==> config.mk <==
export PLATFORM = sky130hd
export DESIGN_NAME = sync_filter
export DESIGN_NICKNAME = d
export VERILOG_FILES = /design/src/rtl/sync_pkg.sv /design/src/rtl/sync_filter_bit.sv /design/src/rtl/sync_filter.sv
export SDC_FILE = /design/constraint.sdc
export NUM_CORES = 1
export LEC_CHECK = 0
export CELL_PAD_IN_SITES_DETAIL_PLACEMENT = 1
export CELL_PAD_IN_SITES_GLOBAL_PLACEMENT = 1
export CORE_AREA = 10 10 47 49
export DETAILED_ROUTE_END_ITERATION = 12
export DIE_AREA = 0 0 57 59
export PLACE_DENSITY = 0.54
export SLEW_MARGIN = 30
export SYNTH_ARGS = -nofsm -noshare
export SYNTH_HDL_FRONTEND = slang
export SYNTH_SLANG_ARGS = --single-unit
export TNS_END_PERCENT = 1
==> constraint.sdc <==
create_clock -name clk -period 1.11 [get_ports clk]
set_input_delay 0.111 -clock clk [delete_from_list [all_inputs] [get_ports clk]]
set_output_delay 0.111 -clock clk [all_outputs]
set_load 0.02 [all_outputs]
==> src/rtl/sync_pkg.sv <==
`timescale 1ns/1ps
`default_nettype none
// ============================================================================
// Module      : sync_pkg
// Description : Shared helpers for the sync_filter synchroniser/glitch filter.
// Revision    : 1.0 - initial release
// ============================================================================
package sync_pkg;

    // Filter counter width: max(1, clog2(FILT)).
    function automatic int cnt_w(input int filt);
        return (filt <= 2) ? 1 : $clog2(filt);
    endfunction

    function automatic bit params_ok(input int w, input int n, input int filt);
        return (w >= 1) && (n >= 2) && (filt >= 1);
    endfunction

endpackage : sync_pkg
`default_nettype wire

==> src/rtl/sync_filter_bit.sv <==
`timescale 1ns/1ps
`default_nettype none
// ============================================================================
// Module      : sync_filter_bit
// Description : One-bit N-flop synchroniser, FILT-cycle glitch filter and
//               registered rise/fall strobes.
// Revision    : 1.0 - initial release
// ============================================================================
module sync_filter_bit
    import sync_pkg::*;
#(
    parameter int   N       = 2,
    parameter int   FILT    = 4,
    parameter logic RST_VAL = 1'b0
) (
    input  logic clk,
    input  logic rst,
    input  logic d,
    output logic q,
    output logic rise,
    output logic fall
);

    localparam int                 c_cnt_w   = cnt_w(FILT);
    localparam logic [c_cnt_w-1:0] c_cnt_max = c_cnt_w'(FILT - 1);

    (* ASYNC_REG = "TRUE" *) logic [N-1:0] r_sync;

    logic [c_cnt_w-1:0] r_cnt;
    logic               r_q;
    logic               r_rise;
    logic               r_fall;
    logic               w_s;
    logic               w_diff;
    logic               w_expire;

    // Pure flop chain: nothing may sit between stages.
    always_ff @(posedge clk) begin
        if (rst) begin
            r_sync <= {N{RST_VAL}};
        end else begin
            r_sync <= {r_sync[N-2:0], d};
        end
    end

    assign w_s      = r_sync[N-1];
    assign w_diff   = w_s ^ r_q;
    assign w_expire = w_diff && (r_cnt == c_cnt_max);

    // Counter clears whenever s agrees with q, so short excursions never add up.
    always_ff @(posedge clk) begin
        if (rst) begin
            r_q    <= RST_VAL;
            r_cnt  <= '0;
            r_rise <= 1'b0;
            r_fall <= 1'b0;
        end else begin
            r_rise <= w_expire &  w_s;
            r_fall <= w_expire & ~w_s;
            if (!w_diff || w_expire) begin
                r_cnt <= '0;
            end else begin
                r_cnt <= r_cnt + 1'b1;
            end
            if (w_expire) begin
                r_q <= w_s;
            end
        end
    end

    assign q    = r_q;
    assign rise = r_rise;
    assign fall = r_fall;

endmodule : sync_filter_bit
`default_nettype wire

==> src/rtl/sync_filter.sv <==
`timescale 1ns/1ps
`default_nettype none
// ============================================================================
// Module      : sync_filter
// Description : W independent synchronised, glitch-filtered level inputs with
//               registered edge strobes and a combined change flag.
// Revision    : 1.0 - initial release
// ============================================================================
module sync_filter
    import sync_pkg::*;
#(
    parameter int           W       = 1,
    parameter int           N       = 2,
    parameter int           FILT    = 4,
    parameter logic [W-1:0] RST_VAL = '0
) (
    input  logic         clk,
    input  logic         rst,
    input  logic [W-1:0] d,
    output logic [W-1:0] q,
    output logic [W-1:0] rise,
    output logic [W-1:0] fall,
    output logic         chg
);

    generate
        if (!params_ok(W, N, FILT)) begin : g_param_err
            $error("sync_filter: requires W >= 1, N >= 2, FILT >= 1");
        end
    endgenerate

    generate
        for (genvar i = 0; i < W; i++) begin : g_bit
            sync_filter_bit #(
                .N       (N),
                .FILT    (FILT),
                .RST_VAL (RST_VAL[i])
            ) u_bit (
                .clk  (clk),
                .rst  (rst),
                .d    (d[i]),
                .q    (q[i]),
                .rise (rise[i]),
                .fall (fall[i])
            );
        end
    endgenerate

    // Built only from registered strobes, so it carries the same timing.
    assign chg = |(rise | fall);

endmodule : sync_filter
`default_nettype wire
-- After elaboration in Yosys (flattened, before gate mapping)
Index checks and enable logic that the tools add are counted.
- logic and storage cells: 16
- input bits: 3
- register bits: 7
- output and inout bits: 4
- equal/unequal tests: 1
- add/subtract/negate cells: 1
- reductions and logical operators: 4
- bitwise gates (word level): 5
- operator list (cell ; number):
    adder 2 x 1 -> 2 bit, second input constant ; 1
    AND 1 bit ; 2
    == test 2 bit, second input constant ; 1
    OR reduction 2 bit ; 1
    logical AND 1 bit ; 1
    logical NOT 1 bit ; 1
    logical OR 1 bit ; 1
    NOT 1 bit ; 1
    bitwise OR 1 bit ; 1
    bitwise XOR 1 bit ; 1

-- Longest topological paths before layout
- depth in word-level cells: 4
- mapped depth: 3
- mapped depth without buffers: 3

-- By module
From an unflattened synthesis, not the netlist that was laid out.
- cell total of the unflattened synthesis: 18
- area total of the unflattened synthesis: 240.2 µm²
- by module, submodules not included (module ; cells each ; instances ; seq. area each (µm²) ; area an instance (µm²)):
    sync_filter_bit ; 17 ; 1 ; 140.1 ; 234.0
    sync_filter ; 1 ; 1 ; 0.0 ; 6.3

-- Worst setup path before layout
No wires, ideal clock.
- path type: register to register
- start: register g_bit[0].u_bit.r_q
- end: register g_bit[0].u_bit.r_cnt[1]
- library setup time: 0.087 ns
- setup slack: 0.225 ns
- data required time: 1.023 ns
- clock period less this slack: 0.885 ns
- arrival: 0.798 ns
- cell stages (with the launch flop): 3
- path buffers: 0
- path through: dfxtp_1 -> xnor2_1 -> nor4b_2
- word-level cells in the longest chain between the ends: 4
- elaborated cells between the ends (all ways): 5
- those cells by class: bitwise (1); reduce/logical (4)
- ends and longest elaborated chain (item ; RTL line ; text):
    start: declaration ; sync_filter_bit.sv:30 ; logic r_q;
    start signal: assignment ; sync_filter_bit.sv:66 ; r_q <= w_s;
    bitwise XOR 1 bit (*) ; sync_filter_bit.sv:47 ; assign w_diff = w_s ^ r_q;
    logical NOT 1 bit or logical AND 1 bit (tied branches) ; sync_filter_bit.sv:60, sync_filter_bit.sv:48 ;
    logical OR 1 bit (*) ; sync_filter_bit.sv:60 ; if (!w_diff || w_expire) begin
    OR reduction 2 bit (no source line) (*) ; n/a ;
    end signal: assignment ; sync_filter_bit.sv:63 ; r_cnt <= r_cnt + 1'b1;
    end: declaration ; sync_filter_bit.sv:29 ; logic [c_cnt_w-1:0] r_cnt;
Every way passes the cells marked *; elsewhere a longest branch is shown, timed or not.
A chain may end at the register's enable or synchronous reset.

-- Worst setup path in the final report
- start: register g_bit[0].u_bit.r_fall
- end: output chg
- word-level cells in the longest chain between the ends: 1
- ends and longest elaborated chain (item ; RTL line ; text):
    start: declaration ; sync_filter_bit.sv:32 ; logic r_fall;
    start signal: assignment ; sync_filter_bit.sv:59 ; r_fall <= w_expire & ~w_s;
    bitwise OR 1 bit ; sync_filter.sv:50 ; assign chg = |(rise | fall);
    end: declaration ; sync_filter.sv:23 ; output logic chg
No other way between the ends.

==> flow_summary.toml <==
[worst_setup_path]
slowest_stage = "dfxtp_2"
cp_num_cells = 2
required_ns = 1.00
r2r-start = "g_bit[0].u_bit.r_cnt[0]$_SDFF_PP0_"
rrSetupSlack_ns = 0.16
worst-setup-path-type = "reg -> out"
reg2reg_depth = 2
crit_arrival_ns = 0.92
worstPathCellList = "or2_4, buf_6"
crit_family = "flip-flops"
crit_fanout = 2
reg2reg_to = "g_bit[0].u_bit.r_cnt[1]$_SDFF_PP0_"
cp-end-kind = "primary output"
critPathLaunchType = "flip-flop"
cp_num_buf_inv = 1
max_stage_delay_ns = 0.31

[global_routing]
antenna_found_initial = 0
grt_pass1_wl_um = 786
grt_max_degree = 6
grt_pass1_vias = 193
grt-ovfl-total = 0
grtUsageTotal_pct = 3.11

[pwr]
p_int_uw = 406
power.density_nw_per_um2 = 1380
power.total_uw = 500
p_clk_share_pct = 44.4
leakage_nw = 0.155
p_sw_share_pct = 18.9
vdd_drop_max_v = 0.000670
p_comb_share_pct = 3.9
power_frac_seq_pct = 51.7
p_sw_uw = 94.5

[floorplanning]
dieArea_um2 = 3360
core_um2 = 1400
start_util_pct = 17.1
rows = 14
die_h_um = 59
fp.dieW_um = 57
ios = 7

[cells_and_area]
antenna_cells = 0
fill_cells = 163
final_cell_area_um2 = 363
finalNonFillerCells = 46
area_delta_synth_final_pct = 51.0
final_nets = 35
drive_gt1_share_pct = 36.7
utilization_pct = 25.9

[synth]
synth_top_area_share_pct = 58.3
synth_warnings = 0
syn-num-nets = 22
synth_edf_count = 0
synth.cell_area_um2 = 240
synth_area_leader_cell = "dfxtp_1"
ys_top_cells_by_count = "dfxtp_1, and4bb_2, nor2b_1"
synth_seq_area_share_pct = 58.3
yosysMostFrequentCell = "dfxtp_1"
synthDistinctLibCells = 10
synth.area.top_cells = "dfxtp_1, and4bb_2, nor4b_2, ha_1, nor2b_1"
ys_seq_elements = 7
synth_cells = 18
synth_area_per_cell_um2 = 13.3
async_reset_ff_share_pct = 0
ys.flop_type = "dfxtp_1"

[placement]
dp_hpwl_um = 391
dpl_cell_area_um2 = 335
dp.cells = 42
gp_congestion = 0.575
port_buffers = 6

[routing]
ant_nets = 0
routed_wl_um = 447
wire_per_inst_um = 9.72
avgViaCountPerCell = 3.78
num_vias = 174
dr.pass1.iters = 1
drt-initial-drc-count = 0
route.detailed.drc = 0

[clock_tree]
clkLatencyLatePin_ns = 0.24
cts-root-buf = "clkbuf_4"
clock_sink_count = 7
cts_tree = "done"
cts_setup_buffers = 0
cts_resized = 7
cts_hold_buf = 0
clockBufferDepth = 2
clk_pin_slew_ns = 0.05
cts-buffers-inserted = 3
cts_max_level = 1

[sta]
finalCriticalPeriod_ns = 1.03
max_slew_margin_pct = 84.8
hold_viol = 0
skew_ns = 0.00485
fin_tns_setup_ns = 0
tightest_slew_ns = 0.227
maxSlewViolCount = 0
setup_violations = 0
period_share_pct = 92.8
clock.fmax_mhz = 971
rsz0062_at_grt = "no"

[worst_hold_path]
holdPathStages = 2
min_from = "d"
hold-path-endpoint = "g_bit[0].u_bit.r_sync[0]$_SDFF_PP0_"
hold_path.class = "in -> reg"

[status]
status = "finished, final reports clean"

[job]
cap_violations = 0
==> cell type report <==
type,instances,area [um2],share of cell area [%]
flip-flops and latches,7,141,39.0
multi-input cells,11,103,28.3
repair buffers,8,72.6,20.0
clock buffers,4,26.3,7.24
well taps,16,20.0,5.52
==> through the flow <==
step                      setup WS (ns)  hold WS [ns]
final                            0.0804         0.425
after global routing             0.0204         0.418
after global placement           -0.110         0.415
after CTS                       0.00424         0.417
after detailed placement         -0.112         0.423
after floorplan                   0.225         0.183
==> worst register-to-register path, cell delays in order, from the launching register on <==
cell	delay [ns]
dfxtp_1	0.31
ha_1	0.26
nor4b_2	0.29
==> routing by layer <==
layer | up-vias | share of wire [%] | GRT usage, %
li1 | 88 | - | -
met1 | 82 | 34 | 2.61
met2 | 4 | 55 | 4.81
met3 | 0 | 10 | 2.79
met4 | 0 | 0 | 2.01
met5 | - | 0 | 0
==> registers in the layout, summed over array words and instances (netlist names) <==
name                flops
g_bit.u_bit.fall        1
g_bit.u_bit.q           1
g_bit.u_bit.r_cnt       2
g_bit.u_bit.r_sync      2
g_bit.u_bit.rise        1
==> power by group through the flow <==
stage | clock [mW] | sequential (mW) | combinational, mW
floorplan | 0 | 0.263 | 0.00640
global placement | 0 | 0.264 | 0.0189
detailed placement | 0 | 0.264 | 0.0198
CTS | 0.237 | 0.258 | 0.0198
global route | 0.254 | 0.259 | 0.0209
finish | 0.222 | 0.259 | 0.0195
==> worst max path at each step <==
stage / start / to / slack [ns]
2_1_floorplan: g_bit[0].u_bit.q$_SDFFE_PP0P_ / g_bit[0].u_bit.r_cnt[1]$_SDFF_PP0_ / 0.22
3_3_place_gp: g_bit[0].u_bit.fall$_SDFF_PP0_ / chg / -0.11
3_5_place_dp: g_bit[0].u_bit.fall$_SDFF_PP0_ / chg / -0.11
4_1_cts: g_bit[0].u_bit.fall$_SDFF_PP0_ / chg / 0.004
5_1_grt: g_bit[0].u_bit.rise$_SDFF_PP0_ / rise / 0.02
6_report: g_bit[0].u_bit.fall$_SDFF_PP0_ / chg / 0.08
==> cells by family (layout without fill, tap and decap cells) <==
logic type | Yosys count | count (layout) | synth area share [%]
adder cells (fa/ha/maj) | 1 | 1 | 5.21
AND/OR/NAND/NOR | 8 | 8 | 28.6
multiplexers | 1 | 1 | 4.17
XOR/XNOR | 1 | 1 | 3.65
buffers and inverters | 0 | 12 | 0
flip-flops | 7 | 7 | 58.3
==> cell usage in the layout (no fill, tap or decap), drive strengths merged <==
| cell type | synthesis | layout |
|---|---|---|
| dfxtp | 7 | 7 |
| clkbuf | 0 | 4 |
| dlygate4sd2 | 0 | 3 |
| buf | 0 | 3 |
| nor2b | 2 | 2 |
| and4bb | 2 | 2 |
| clkdlybuf4s50 | 0 | 2 |
| or2 | 1 | 1 |
| mux2i | 1 | 1 |
| nor2 | 1 | 1 |
| xnor2 | 1 | 1 |
| nor4b | 1 | 1 |
| nor4 | 1 | 1 |
| ha | 1 | 1 |
No activity file was read; power rests on OpenSTA's default activity.
